$ cat src/rtl/arbitro_nota_arduino.sv
// Purpose: arbitrates and sequences the 3-bit note channel for the buzzer (musica, botao, alerta).
// Latency: a request sampled in IDLE gives its ack and first note one cycle later.
// Backpressure: losers get no ack and must hold req/data until their own ack pulse.
//
// Ports:
//   clock, reset                  - single clock, synchronous active-high reset
//   req_musica/nota_musica        - playback note request (note 0 = rest)
//   req_botao/nota_botao          - button feedback note request
//   req_alerta/codigo_alerta      - jingle request (01 acerto, 10 erro, 11 fim, 00 none)
//   ack_musica/botao/alerta       - one-cycle grant pulses
//   arduino_out                   - registered note code, 000 = silence
//   ocupado, fonte, db_estado     - busy flag, current owner, state for debug
// Optional feature macro: ALERT_PREEMPT_EN lets a jingle cut short a musica/botao note.
module arbitro_nota_arduino #(
  parameter int W_TIMER = 25,
  parameter int T_NOTA  = 25000000,
  parameter int T_PAUSA = 5000000
) (
  input  logic       clock,
  input  logic       reset,
  input  logic       req_musica,
  input  logic [2:0] nota_musica,
  input  logic       req_botao,
  input  logic [2:0] nota_botao,
  input  logic       req_alerta,
  input  logic [1:0] codigo_alerta,
  output logic       ack_musica,
  output logic       ack_botao,
  output logic       ack_alerta,
  output logic [2:0] arduino_out,
  output logic       ocupado,
  output logic [1:0] fonte,
  output logic [1:0] db_estado
);

  typedef enum logic [1:0] {
    IDLE  = 2'b00,
    NOTA  = 2'b01,
    PAUSA = 2'b10
  } estado_t;

  localparam logic [1:0] F_NENHUM = 2'b00;
  localparam logic [1:0] F_MUSICA = 2'b01;
  localparam logic [1:0] F_BOTAO  = 2'b10;
  localparam logic [1:0] F_ALERTA = 2'b11;

  // Timer counts down from duration-1, so a state lasts exactly its duration.
  localparam logic [W_TIMER-1:0] CARGA_NOTA  = W_TIMER'(T_NOTA - 1);
  localparam logic [W_TIMER-1:0] CARGA_PAUSA = W_TIMER'(T_PAUSA - 1);

  estado_t              estado_q, estado_d;
  logic [W_TIMER-1:0]   timer_q, timer_d;
  logic [1:0]           indice_q, indice_d;
  logic [2:0]           nota_q, nota_d;
  logic [1:0]           codigo_q, codigo_d;
  logic [1:0]           fonte_q, fonte_d;
  logic [2:0]           arduino_q, arduino_d;
  logic                 ack_musica_q, ack_musica_d;
  logic                 ack_botao_q, ack_botao_d;
  logic                 ack_alerta_q, ack_alerta_d;
  logic [1:0]           prox_indice;

  function automatic logic [2:0] nota_jingle(input logic [1:0] codigo, input logic [1:0] indice);
    logic [2:0] n;
    n = 3'd0;
    case (codigo)
      2'b01: n = (indice == 2'd0) ? 3'd1 : (indice == 2'd1) ? 3'd3 : 3'd5;
      2'b10: n = (indice == 2'd0) ? 3'd7 : (indice == 2'd1) ? 3'd4 : 3'd1;
      2'b11: n = (indice == 2'd0) ? 3'd1 : (indice == 2'd1) ? 3'd5 : 3'd7;
      default: n = 3'd0;
    endcase
    return n;
  endfunction

  always_comb begin
    estado_d     = estado_q;
    timer_d      = timer_q;
    indice_d     = indice_q;
    nota_d       = nota_q;
    codigo_d     = codigo_q;
    fonte_d      = fonte_q;
    ack_musica_d = 1'b0;
    ack_botao_d  = 1'b0;
    ack_alerta_d = 1'b0;
    prox_indice  = indice_q + 2'd1;

    case (estado_q)
      IDLE: begin
        if (req_alerta) begin
          ack_alerta_d = 1'b1;
          // Code 00 is acknowledged but plays nothing; the block stays idle.
          if (codigo_alerta != 2'b00) begin
            codigo_d = codigo_alerta;
            indice_d = 2'd0;
            nota_d   = nota_jingle(codigo_alerta, 2'd0);
            fonte_d  = F_ALERTA;
            estado_d = NOTA;
            timer_d  = CARGA_NOTA;
          end
        end else if (req_botao) begin
          ack_botao_d = 1'b1;
          nota_d      = nota_botao;
          fonte_d     = F_BOTAO;
          estado_d    = NOTA;
          timer_d     = CARGA_NOTA;
        end else if (req_musica) begin
          ack_musica_d = 1'b1;
          nota_d       = nota_musica;
          fonte_d      = F_MUSICA;
          estado_d     = NOTA;
          timer_d      = CARGA_NOTA;
        end
      end
      NOTA: begin
        if (timer_q == '0) begin
          estado_d = PAUSA;
          timer_d  = CARGA_PAUSA;
        end else begin
          timer_d = timer_q - W_TIMER'(1);
        end
      end
      PAUSA: begin
        if (timer_q == '0) begin
          // A jingle chains straight into its next note with no idle cycle.
          if (fonte_q == F_ALERTA && indice_q < 2'd2) begin
            indice_d = prox_indice;
            nota_d   = nota_jingle(codigo_q, prox_indice);
            estado_d = NOTA;
            timer_d  = CARGA_NOTA;
          end else begin
            estado_d = IDLE;
            fonte_d  = F_NENHUM;
          end
        end else begin
          timer_d = timer_q - W_TIMER'(1);
        end
      end
      default: begin
        estado_d = IDLE;
        fonte_d  = F_NENHUM;
      end
    endcase

`ifdef ALERT_PREEMPT_EN
    // A real jingle truncates a musica/botao note or pause; jingles are never cut.
    if (estado_q != IDLE && (fonte_q == F_MUSICA || fonte_q == F_BOTAO) &&
        req_alerta && codigo_alerta != 2'b00) begin
      ack_alerta_d = 1'b1;
      codigo_d     = codigo_alerta;
      indice_d     = 2'd0;
      nota_d       = nota_jingle(codigo_alerta, 2'd0);
      fonte_d      = F_ALERTA;
      estado_d     = NOTA;
      timer_d      = CARGA_NOTA;
    end
`endif

    arduino_d = (estado_d == NOTA) ? nota_d : 3'b000;
  end

  always_ff @(posedge clock) begin
    if (reset) begin
      estado_q     <= IDLE;
      timer_q      <= '0;
      indice_q     <= 2'd0;
      nota_q       <= 3'd0;
      codigo_q     <= 2'b00;
      fonte_q      <= F_NENHUM;
      arduino_q    <= 3'b000;
      ack_musica_q <= 1'b0;
      ack_botao_q  <= 1'b0;
      ack_alerta_q <= 1'b0;
    end else begin
      estado_q     <= estado_d;
      timer_q      <= timer_d;
      indice_q     <= indice_d;
      nota_q       <= nota_d;
      codigo_q     <= codigo_d;
      fonte_q      <= fonte_d;
      arduino_q    <= arduino_d;
      ack_musica_q <= ack_musica_d;
      ack_botao_q  <= ack_botao_d;
      ack_alerta_q <= ack_alerta_d;
    end
  end

  assign ack_musica  = ack_musica_q;
  assign ack_botao   = ack_botao_q;
  assign ack_alerta  = ack_alerta_q;
  assign arduino_out = arduino_q;
  assign fonte       = fonte_q;
  assign db_estado   = estado_q;
  assign ocupado     = (estado_q != IDLE);

endmodule

$ cat config.mk
export PLATFORM = sky130hd
export DESIGN_NAME = arbitro_nota_arduino
export DESIGN_NICKNAME = d
export VERILOG_FILES = /design/src/rtl/arbitro_nota_arduino.sv
export SDC_FILE = /design/constraint.sdc
export NUM_CORES = 1
export LEC_CHECK = 0
export BUFFER_PORTS_ARGS = -buffer_cell sky130_fd_sc_hd__buf_2
export CAP_MARGIN = 20
export CORE_MARGIN = 2
export CORE_UTILIZATION = 60
export CTS_BUF_LIST = sky130_fd_sc_hd__clkbuf_4 sky130_fd_sc_hd__clkbuf_8
export DETAILED_ROUTE_END_ITERATION = 6
export GPL_TIMING_DRIVEN = 0
export HOLD_SLACK_MARGIN = 0.15
export PLACE_DENSITY = 0.88
export SYNTH_ARGS = -nofsm -noshare
export SYNTH_HDL_FRONTEND = slang
export SYNTH_SLANG_ARGS = --single-unit
export TNS_END_PERCENT = 100
$ cat constraint.sdc
create_clock -name clock -period 2.6 [get_ports clock]
set_input_delay 0.39 -clock clock [delete_from_list [all_inputs] [get_ports clock]]
set_output_delay 0.39 -clock clock [all_outputs]
set_load 0.03 [all_outputs]
* Word-level counts from Yosys, hierarchy flattened *
Index checks and enable logic that the tools add are counted.
Widths: inputs -> output; s select.

operators by class
  equality and inequality tests = 19
  mux-type cells = 46
  bitwise logic cells = 3
  reductions and logical operators = 17
  order comparisons = 1
  $add $sub $neg = 2

operator list
  kind                   number
  $mux 25                7
  $pmux 25 s3            1
  $mux 2                 17
  $mux 3                 11
  $logic_not 25->1       1
  $sub 25x1->25 const B  1
  $eq 2x2->1 const B     6
  $pmux 2 s3             2
  $pmux 3 s2             2
  $eq 2x1->1 const B     5
  $ne 2x2->1 const B     5
  $reduce_and 5->1       2
  $pmux 3 s3             1
  $ne 3x3->1 const B     2
  $reduce_bool 2->1      3
  $reduce_or 2->1        3
  $logic_not 2->1        2
  $mux 1                 4
  $ne 4x4->1 const B     1
  $pmux 2 s2             1
  $reduce_and 4->1       1
  $reduce_or 4->1        1
  $not 1->1              3
  $reduce_and 3->1       1
  other kinds (5)        5

word-level totals
  register bits = 42
  output and inout port bits = 11

* Depth between registers and ports, before layout *
Gate-level depths: netlist of run 1.

  depth after elaboration = 8
  depth in mapped cells = 9
  depth with buffers taken out = 8

* Worst setup path before layout of run 1 *
Ideal clock, no wire load.

  path type = reg2reg
  start = register estado_q[0], in the netlist db_estado[0]
  end = register timer_q[9]
  stages on the path, launching flop included = 10
  data required time = 2.494 ns
  buffers on the path = 2
  clock period less this slack = 2.495 ns
  slack = 0.105 ns
  arrival time = 2.389 ns
  cells stage by stage = dfxtp_1 > inv_1 > ha_1 > clkbuf_1 > a311oi_2 > nand2_1 > clkbuf_1 > a211oi_1 > o21ai_0 > o311ai_0

between the ends
  longest elaborated chain between the ends = 3

ends and longest elaborated chain
  what                                                 line  RTL
  from (decl)                                          51    estado_t estado_q, estado_d;
  from (signal assigned)                               174   estado_q <= estado_d;
  $eq 2x2->1 (tied with other cells)                   87    case (estado_q)
  $ne 3x3->1 (no source line) (tied with other cells)  --
  $reduce_and 4->1 (no source line)                    --
  to (signal assigned)                                 175   timer_q <= timer_d;
  to (decl)                                            52    logic [W_TIMER-1:0] timer_q, timer_d;

Parallel ways exist; a longest one is shown, timed or not.
A chain may end at the register's enable or synchronous reset.

* Worst setup path in the final report of run 1 *
  start = register estado_q[0], in the netlist db_estado[0]
  end = register timer_q[13]

Same word-level chain as after synthesis.

==> results by group, run 1 <==
Detailed routing
  – Initial detailed-routing violation count: 293
  – Drt total wl: 6680 microns
  – DR vias/cell: 6.67
  – Routed wire per std cell: 16.6 microns
  – First-pass DRT Iterations: 6
  – Drt drc: 0
  – Remaining antenna violation count: 0
  – Vias post-DR: 2688

Timing
  – Final Hold Fails: 0
  – Worst slew pin tran: 569 ps
  – Fmax: 391 MHz
  – Post-layout min period: 2550 ps
  – Setup violators final: 0
  – Period utilisation layout: 98.2%
  – Final Skew: 13.7 ps
  – WHS: 375 ps
  – Rel. slew slack: 61.6%
  – Max Slew Vio Count: 0

Job
  – Max cap viols: 0

Pwr
  – Peak supply drop: 0.000427 V
  – Leak: 1.12 nW
  – Pwr/cell area: 633 nW/um^2

Clock network
  – Root Buffer: clkbuf_8
  – H-tree depth reported by CTS: 2
  – CTS Buf Count: 5
  – Hold_buf cts: 0
  – CTS Buffer Depth: 2
  – TritonCTS Sinks: 42
  – CTS tree: built
  – Clk_lat worst skew: 290 ps
  – Reg clk slew, reported paths: 80 ps

Floorplanning
  – Core box area: 4090 sq um
  – Starting Density: 63.7%
  – Width of the chip: 69.9 microns
  – Die area: 4880 sq um
  – Row count: 23
  – # IOs: 24
  – Die Ht: 69.9 microns

Place
  – Final HPWL DP: 4650 microns
  – Dpl cells: 393
  – GPL Wtd Cong: 0.943
  – Buffers on Ports: 21

Finish
  – Non-Filler Instances: 403
  – # fillers: 315
  – Layout cells sized above 1: 17.8%
  – Commonest non-fill, non-tap cells in the layout: nor2_1 (44), dfxtp_1 (42), a21oi_1 (29)
  – Commonest non-fill, non-tap cell in the layout: nor2_1
  – # nets final: 374
  – Area occupied by multi-input gates: 1690 sq um
  – Diodes inserted: 0
  – Syn-to-layout area delta: 13.1%
  – Reg area: 841 sq um

Critical path
  – R2r worst-path depth: 9
  – Crit end category: flip-flop
  – Critical path required time: 2760 ps
  – Critical path data arrival time: 2720 ps
  – Critical Path Fanout Max: 10
  – Kind of critical path: flip-flop to flip-flop
  – Crit path launch type: flip-flop
  – Critical R2R Launch: db_estado[0]
  – CP Launch Point: db_estado[0]

Run status
  – Status: completed

Synth
  – Netlist cell types: 59
  – Syn_nets: 344
  – Post-synth EDFFs: 0
  – Seq/Total Area, Yosys: 32.3%
  – Post-Syn Area per Cell: 8.08 sq um
  – Cell Area, Synth: 2600 sq um
  – Ys Warns: 0
  – Dominant synthesized flop cell: dfxtp_1
  – Number of synthesized register bits: 42
  – Cells after synthesis: 322
  – Synth top area cells: dfxtp_1 (32%), nor2_1 (6.5%), a21oi_1 (5.6%)
  – Area leader, netlist: dfxtp_1
  – Top cell type's share of synthesized area: 32.3%
  – Async SR Flop Fraction: 0%

GRT
  – Largest net degree at the start of global routing: 14
  – Vias in the first global route: 2368
  – Initial antenna violation count: 0
  – All-layer global routing usage: 26.9%
  – Aggregate global routing overflow: 0
  – First-pass GRT wire length: 10800 microns

Worst hold path
  – Hold Path Class: primary input to flip-flop
  – Worst hold start: codigo_alerta[1]
  – Hold path cells: 3
==> Yosys cell counts (all sizes together) (2+ instances only) <==
cell,count
nor2,46
dfxtp,42
a21oi,29
nand2,18
nor3,17
nand3,13
a311oi,12
o21ai,12
inv,11
nor4,10
clkbuf,9
ha,9
xnor2,9
o22ai,8
buf,7
o211ai,5
a211oi,4
a21o,4
and3,4
mux2i,4
nand2b,4
nor2b,4
or3,4
a311o,3
nand3b,3
nand4,3
nor4b,3
or2,3
or4,3
and2,2
and4,2
xor2,2
==> cell type report <==
cell class,count,area share [%]
Multi-Input combinational cell,253,57.5
Sequential cell,42,28.6
Timing Repair Buffer,23,4.08
Buffer,16,2.59
Clock buffer,5,2.34
Tap cell,50,2.12
Inverter,11,1.40
Clock inverter,3,1.36
==> final timing paths <==
check | endpoint | slack (ps)
worst max register to register | timer_q[13] | 50
worst min-delay path | codigo_q[1] | 370
worst max-delay path | timer_q[13] | 50
worst min register to register | timer_q[11] | 520
==> worst max-delay path, stage by stage, from the launching register on <==
cell	delay, ps
dfxtp_1	420
inv_1	110
ha_1	230
clkbuf_2	220
a311oi_4	370
nand2_1	170
clkbuf_2	270
or3_1	400
a21oi_1	160
a311oi_1	70
==> what timing repair did <==
item	in CTS	in global routing
resized for setup	3	9
buffers inserted	1	1
pin swaps	1	5
endpoints found under the setup margin	15	32
==> power by group <==
group / switching (W) / internal (W)
Sequential: 0.0000847 / 0.000710
Combinational: 0.000346 / 0.000218
Clock: 0.000221 / 0.000283
Total: 0.000652 / 0.00121
==> registers in the layout, indices dropped and copies added, names as in the netlist, 2 cells and up <==
name,cells
indice_q,2
db_estado,2
nota_q,3
codigo_q,2
fonte,2
timer_q,25
arduino_out,3
==> metal layers <==
metal | GRT usage (%) | vias up | routed length (microns)
met3 | 4.76 | 32 | 704
met5 | 0 | - | 0
met4 | 9.19 | 0 | 207
met2 | 44.2 | 198 | 3010
li1 | - | 1251 | -
met1 | 35.5 | 1207 | 2760
==> kinds of logic (layout without fill, tap and decap cells) <==
group	count (synthesis)	after routing	share of synthesized area, %
and+or+nand+nor	140	140	30.1
muxes	5	5	1.97
AOI/OAI and AO/OA	88	88	23.2
adders and majority gates	9	9	4.33
xor gates and xnor gates	11	11	3.70
DFF	42	42	32.3
buffers and inverters	27	58	4.42
==> stage by stage <==
step | area (sq um) | worst slack, ps | setup TNS (ps) | util [%] | total power, W
after floorplan | 2600 | 105 | 0 | - | 0.00120
after global placement | 2770 | -195 | -759 | 67.8 | 0.00131
after detailed placement | 2770 | -284 | -1520 | 67.8 | 0.00133
after CTS | 2910 | 71.0 | 0 | 71.1 | 0.00184
after global routing | 2940 | -12.0 | -16.9 | 72.0 | 0.00196
final | 2940 | 45.7 | 0 | 72.0 | 0.00186
No activity file was read; power rests on OpenSTA's default activity.
==> run 2: changes to the inputs <==
Settings changed: CORE_UTILIZATION 60 to 40, PLACE_DENSITY 0.88 to 0.65.
==> run 2 against run 1 <==
Against the previous run:
- core utilization down 25 points
- critical path type unchanged
- largest cell class unchanged
- routed wire length is 1.9% lower
- setup slack better by 130 ps
- register-to-register slack improved by 130 ps
- fmax up 5.5%
- cell area up 0.72%
- largest power group unchanged
- clock skew decreased by 1.9 ps
- critical endpoint is now arduino_out[1]
==> results by group, run 2 (synthesis results as in run 1) <==
GRT
  – Met1 track demand over resource: 26.0% (-9.6 points)
  – Met3 Use GR: 3.34% (-1.4 points)
  – GR Util met2: 30.1% (-14 points)
  – All-layer global routing usage: 18.9% (-7.9 points)
  – Vias in the first global route: 2336 (-1.4%)
  – GR peak layer: met2
  – Largest net degree at the start of global routing: 13 (-1)
  – Initial antenna violation count: 0 (unchanged)
  – Aggregate global routing overflow: 0 (unchanged)
  – First-pass GRT wire length: 11100 microns (+2.9%)

Critical path
  – Crit end category: flip-flop
  – Critical path data arrival time: 2590 ps (-130 ps)
  – Critical Path Fanout Max: 8 (-2)
  – Kind of critical path: flip-flop to flip-flop
  – R2r worst-path depth: 6 (-3)
  – Worst R2R End: arduino_out[1]
  – CP Launch Point: timer_q[8]
  – Critical R2R Launch: timer_q[8]
  – Critical path required time: 2770 ps (about the same)
  – CP endpoint: arduino_out[1]
  – Reg-to-reg setup timing slack: 180 ps (+130 ps)
  – Crit path launch type: flip-flop

Timing
  – Worst slew pin tran: 570 ps (+0.408 ps)
  – Setup violators final: 0 (unchanged)
  – Fmax: 413 MHz (+5.5%)
  – Period utilisation layout: 93.1% (-5.1 points)
  – Final Hold Fails: 0 (unchanged)
  – Rel. slew slack: 62.0% (+0.37 points)
  – Post-layout min period: 2420 ps (-133 ps)
  – Unrepaired setup endpoints after global routing: false
  – Max Slew Vio Count: 0 (unchanged)
  – Setup TNS: 0 ps (unchanged)
  – Final Skew: 11.8 ps (-1.89 ps)

Detailed routing
  – DR vias/cell: 5.81 (-13%)
  – Routed wire per std cell: 15.3 microns (-7.6%)
  – Drt drc: 0 (unchanged)
  – Initial detailed-routing violation count: 121 (-59%)
  – Remaining antenna violation count: 0 (unchanged)
  – Vias post-DR: 2488 (-7.4%)
  – Drt total wl: 6560 microns (-1.9%)
  – First-pass DRT Iterations: 4 (-2)

Clock network
  – CTS Buffer Depth: 2 (unchanged)
  – TritonCTS Sinks: 42 (unchanged)
  – CTS Buf Count: 5 (unchanged)
  – Clk_lat worst skew: 300 ps (about the same)
  – H-tree depth reported by CTS: 2 (unchanged)
  – Reg clk slew, reported paths: 80 ps (about the same)
  – Root Buffer: clkbuf_8
  – CTS tree: built
  – Hold_buf cts: 0 (unchanged)

Run status
  – Status: completed

Finish
  – Commonest non-fill, non-tap cell in the layout: nor2_1
  – # nets final: 373 (-0.27%)
  – Commonest non-fill, non-tap cells in the layout: nor2_1 (44), dfxtp_1 (42), a21oi_1 (29)
  – Non-Filler Instances: 428 (+6.2%)
  – Finished Core Util: 47.0% (-25 points)
  – Design area: 2970 sq um (+0.72%)
  – Diodes inserted: 0 (unchanged)
  – Layout cells sized above 1: 17.4% (-0.47 points)
  – Largest register FFs: 25 (unchanged)
  – Syn-to-layout area delta: 13.9%
  – Largest Register: timer_q
  – # fillers: 656 (+110%)

Floorplanning
  – Die area: 7170 sq um (+47%)
  – Die Ht: 84.7 microns (+21%)
  – # IOs: 24 (unchanged)
  – Starting Density: 41.2% (-22 points)
  – Row count: 29 (+26%)
  – Width of the chip: 84.7 microns (+21%)
  – Core box area: 6310 sq um (+55%)

Worst hold path
  – Hold Path Class: primary input to flip-flop
  – Hold path cells: 3 (unchanged)

Job
  – Max cap viols: 0 (unchanged)

Pwr
  – PnR Total Power: 0.00188 W (+0.72%)
  – Clk network pwr share: 28.6% (+1.6 points)
  – Combinational Power Share: 29.1% (-1.2 points)
  – Sequential Power Share: 42.3% (-0.4 points)
  – Pwr/cell area: 633 nW/um^2 (about the same)
  – Cell internal pwr: 0.00123 W (+1.9%)
  – Sw frac: 34.2% (-0.76 points)
  – Leak: 1.11 nW (-0.70%)
  – Peak supply drop: 0.000290 V (-32%)
  – Net Switching: 0.000643 W (-1.5%)

Place
  – Dpl cells: 420 (+6.9%)
  – Final HPWL DP: 4790 microns (+2.9%)
  – Buffers on Ports: 21 (unchanged)
  – GPL Wtd Cong: 0.841 (-11%)
  – DP Area: 2800 sq um (+1.2%)
run 2: cell types whose count changed in the layout (fill, tap and decap cells not counted), sizes merged:
cell	change
clkbuf	+1
buf	-1
clkinv	-2
run 2: area by class of cell:
| class | instances | area [sq um] | area share (%) |
|---|---|---|---|
| buffer | 16 | 76.3 | 2.57 |
| clock buffer | 6 | 82.6 | 2.78 |
| clock inverter | 1 | 30.0 | 1.01 |
| inverter | 11 | 41.3 | 1.39 |
| multi-input combinational | 253 | 1690 | 56.8 |
| sequential | 42 | 841 | 28.4 |
| tap | 77 | 96.3 | 3.25 |
| timing repair buffer | 22 | 113 | 3.80 |
run 2: stage by stage:
step	setup WS, ps	hold slack [ps]
after detailed placement	-267	491
after CTS	80.8	384
after global placement	-235	495
after global routing	3.54	412
final	179	385
after floorplan	105	463
run 2: worst max-delay path, stage by stage, from the launching register on:
cell and delay [ps]:
dfxtp_1 380, nor4_1 450, nand4_1 360, or3_1 440, buf_6 150, a311o_1 370, nor2b_4 130
run 2: what timing repair did:
| action | in CTS | in global routing |
|---|---|---|
| setup buffers | 1 | 0 |
| gates resized for setup | 3 | 8 |
| pin swaps | 1 | 2 |
| setup endpoints to repair | 13 | 31 |
run 2: power by group through the flow:
stage | clock network, W | registers (W) | logic (W)
3_5_place_dp | 0 | 0.000806 | 0.000528
2_1_floorplan | 0 | 0.000819 | 0.000382
5_1_grt | 0.000570 | 0.000806 | 0.000609
6_report | 0.000536 | 0.000794 | 0.000547
3_3_place_gp | 0 | 0.000804 | 0.000522
4_1_cts | 0.000549 | 0.000791 | 0.000537
run 2: worst min path at each step:
| stage | startpoint | endpoint | slack [ps] |
|---|---|---|---|
| floorplan | timer_q[22] | timer_q[22] | 460 |
| global placement | timer_q[22] | timer_q[22] | 490 |
| detailed placement | timer_q[22] | timer_q[22] | 490 |
| CTS | codigo_alerta[1] | codigo_q[1] | 380 |
| global route | codigo_alerta[0] | codigo_q[0] | 410 |
| finish | codigo_alerta[1] | codigo_q[1] | 380 |
run 2: metal layers:
layer / part of all wire, % / vias up
li1: - / 1259
met1: 49 / 1150
met2: 44 / 69
met3: 5.1 / 10
met4: 1.3 / 0
met5: 0 / -
==> run 3: changes to the inputs <==
Settings changed: ABC_AREA set to 1, CTS_BUF_LIST sky130_fd_sc_hd__clkbuf_4 sky130_fd_sc_hd__clkbuf_8 to sky130_fd_sc_hd__clkbuf_8.
==> run 3 against run 2 <==
Against the previous run:
- sequential power decreased by 4.8%
- highest routed layer unchanged
- largest cell class unchanged
- cell count increased by 38%
- combinational power increased by 0.7%
- critical path type unchanged
- count of clock-buffer cells in the layout decreased by 1
- synthesized area increased by 11%
- non-clock buffer count decreased by 7
- first-iteration DRC count increased by 66%
==> results by group, run 3 <==
Critical path
  – Most used cell, CP: nand3_1
  – Critical Path Fanout Max: 10 (+2)
  – Critical path required time: 2800 ps (+30 ps)
  – Critical R2R Launch: db_estado[0]
  – Crit end category: flip-flop
  – CP Launch Point: db_estado[0]
  – Kind of critical path: flip-flop to flip-flop
  – Critical path data arrival time: 2340 ps (-250 ps)
  – CP peak stage delay: 440 ps (about the same)
  – Crit path launch type: flip-flop
  – Worst Path Buf+Inv: 2 (+1)
  – Critical path's slowest cell: dfxtp_1
  – CP top delay family: simple AND/OR/NAND/NOR gates
  – Worst path cell trace: inv_1 > ha_1 > nor2_1 > inv_2 > nand3_1 > nand3_1 > nand3_1 > nor2_1

Synth
  – Async SR Flop Fraction: 0% (unchanged)
  – Area leader, netlist: dfxtp_1
  – Dominant synthesized flop cell: dfxtp_1
  – Post-Synth Adder-Cell Area: 3.90% (-0.43 points)
  – Synth top area cells: dfxtp_1 (29%), nand2_1 (14%), nor2_1 (10%)
  – Synth Area in Simple Gates: 42.0% (+12 points)
  – Ys Warns: 0 (unchanged)
  – Number of synthesized register bits: 42 (unchanged)
  – Main combinational cell family by area after synthesis: simple AND/OR/NAND/NOR gates
  – Commonest cells post-synth: nand2_1 (108), nor2_1 (80), inv_1 (53), dfxtp_1 (42), nand3_1 (33)
  – Syn_nets: 486 (+41%)
  – Post-synthesis mux area share: 0% (-2.0 points)
  – Most frequent cell after synthesis: nand2_1
  – Cell Area, Synth: 2890 sq um (+11%)
  – Seq/Total Area, Yosys: 29.1% (-3.2 points)
  – XOR/XNOR Fraction of Synth Area: 1.21% (-2.5 points)
  – Top cell type's share of synthesized area: 29.1% (-3.2 points)
  – Cells after synthesis: 464 (+44%)
  – Post-synth EDFFs: 0 (unchanged)
  – Netlist cell types: 33 (-44%)
  – Post-Syn Area per Cell: 6.22 sq um (-23%)
  – Compound-Gate Fraction of Synth Area: 13.8% (-9.4 points)

Timing
  – Final Skew: 6.42 ps (-5.41 ps)
  – Period utilisation layout: 82.1% (-11 points)
  – Rel. slew slack: 62.8% (+0.79 points)
  – Fmax: 468 MHz (+13%)
  – Unrepaired setup endpoints after global routing: false
  – Worst slew pin tran: 558 ps (-11.8 ps)
  – WHS: 356 ps (-28.9 ps)
  – Post-layout min period: 2140 ps (-285 ps)
  – Setup TNS: 0 ps (unchanged)
  – Final Hold Fails: 0 (unchanged)
  – Max Slew Vio Count: 0 (unchanged)
  – Setup violators final: 0 (unchanged)

Finish
  – Reg area: 841 sq um (unchanged)
  – # fillers: 723 (+10%)
  – Diodes inserted: 0 (unchanged)
  – Layout cells sized above 1: 15.6% (-1.8 points)
  – # nets final: 516 (+38%)
  – Syn-to-layout area delta: 12.1%
  – Commonest non-fill, non-tap cells in the layout: nand2_1 (108), nor2_1 (80), inv_1 (53)
  – Largest Register: timer_q
  – Area occupied by multi-input gates: 1760 sq um (+4.4%)
  – Largest register FFs: 25 (unchanged)
  – Design area: 3240 sq um (+9.2%)
  – Commonest non-fill, non-tap cell in the layout: nand2_1

Detailed routing
  – DR vias/cell: 5.01 (-14%)
  – Vias post-DR: 2963 (+19%)
  – Drt drc: 0 (unchanged)
  – Routed wire per std cell: 12.8 microns (-16%)
  – Initial detailed-routing violation count: 201 (+66%)
  – Drt total wl: 7590 microns (+16%)
  – First-pass DRT Iterations: 4 (unchanged)
  – Remaining antenna violation count: 0 (unchanged)

Clock network
  – TritonCTS Sinks: 42 (unchanged)
  – Reg clk slew, reported paths: 90 ps (about the same)
  – H-tree depth reported by CTS: 2 (unchanged)
  – Setup bufs post-CTS: 0 (-1)
  – Clk_lat worst skew: 300 ps (about the same)
  – Post-CTS sizing: 0 (-3)
  – CTS Buf Count: 5 (unchanged)
  – Root Buffer: clkbuf_8
  – Hold_buf cts: 0 (unchanged)
  – CTS tree: built
  – CTS Buffer Depth: 2 (unchanged)

Place
  – Buffers on Ports: 23 (+9.5%)
  – Final HPWL DP: 5870 microns (+23%)
  – GPL Wtd Cong: 0.949 (+13%)
  – DP Area: 3120 sq um (+11%)

GRT
  – All-layer global routing usage: 20.5% (+1.6 points)
  – Aggregate global routing overflow: 0 (unchanged)
  – Vias in the first global route: 2631 (+13%)
  – Largest net degree at the start of global routing: 15 (+2)
  – Initial antenna violation count: 0 (unchanged)
  – First-pass GRT wire length: 12600 microns (+13%)

Pwr
  – Peak supply drop: 0.000277 V (-4.2%)
  – Sequential Power Share: 40.9% (-1.4 points)
  – Combinational Power Share: 29.8% (+0.7 points)
  – Pwr/cell area: 571 nW/um^2 (-9.8%)
  – Leak: 1.52 nW (+37%)
  – Clk network pwr share: 29.3% (+0.7 points)
  – Net Switching: 0.000682 W (+6.2%)
  – Cell internal pwr: 0.00117 W (-5.5%)
  – Sw frac: 36.9% (+2.7 points)

Worst hold path
  – Worst hold start: req_botao
  – Hold Path Class: primary input to flip-flop

Floorplanning
  – # IOs: 24 (unchanged)
  – Die Ht: 89.0 microns (+5.1%)
  – Row count: 30 (+3.4%)
  – Die area: 7910 sq um (+10%)
  – Width of the chip: 89.0 microns (+5.1%)
  – Core box area: 6910 sq um (+9.4%)
  – Starting Density: 41.8% (+0.59 points)

Job
  – Max cap viols: 0 (unchanged)

Run status
  – Status: completed
==> run 3: changes by cell type in the layout (fill, tap and decap cells not counted), moves of 12 or more <==
| cell | change |
|---|---|
| inv_1 | +42 |
| nand2_1 | +90 |
| nand3_1 | +20 |
| nor2_1 | +36 |
| nor3_1 | -12 |
| o21ai_0 | +16 |
==> run 3: cell type report <==
type | count | share of cell area (%)
Multi-Input combinational cell | 353 | 54.3
Tap cell | 96 | 3.71
Sequential cell | 42 | 26.0
Inverter | 61 | 7.07
Clock inverter | 3 | 1.39
Buffer | 8 | 1.82
Timing Repair Buffer | 23 | 3.56
Clock buffer | 5 | 2.13
==> run 3: worst paths after layout <==
check	to	slack, ps	cells past startpoint
setup / recovery	timer_q[23]	460	8
hold / removal	ack_botao	360	3
setup reg to reg	timer_q[23]	460	8
hold reg to reg	timer_q[1]	510	2
==> run 3: stage by stage <==
step | worst slack, ps | total power, W | utilization (%) | std cells
after floorplan | 626 | 0.00118 | - | 464
after global placement | 517 | 0.00131 | 45.2 | 583
after detailed placement | 474 | 0.00132 | 45.2 | 583
after CTS | 452 | 0.00185 | 46.9 | 591
after global routing | 291 | 0.00196 | 46.9 | 591
final | 464 | 0.00185 | 46.9 | 591
==> run 3: logic make-up (layout without fill, tap and decap cells) <==
family,Yosys count,after routing
AND/OR/NAND/NOR,264,264
buffers and inverters,69,100
AO/OA/AOI/OAI,76,76
XOR/XNOR,4,4
flip-flops,42,42
adder cells (fa/ha/maj),9,9
==> run 3: worst reg2reg max path: cells and delay by family, from the launching register on <==
family        cells  cell delay (ps)
buf+inv           2              310
fa+ha+maj         1              320
flops             1              440
simple gates      5              980
==> run 3: power by group through the flow <==
stage / clock (W) / combinational (W) / sequential, W
6_report: 0.000541 / 0.000551 / 0.000756
5_1_grt: 0.000575 / 0.000623 / 0.000765
4_1_cts: 0.000549 / 0.000547 / 0.000755
3_5_place_dp: 0 / 0.000545 / 0.000770
3_3_place_gp: 0 / 0.000539 / 0.000769
2_1_floorplan: 0 / 0.000397 / 0.000782
==> run 3: per-layer routing <==
metal	vias up	share of wire (%)	track usage, %
met5	-	0	0
met2	57	46	32.6
met4	0	1.3	5.97
met3	8	3.5	2.59
li1	1550	-	-
met1	1348	49	29.4
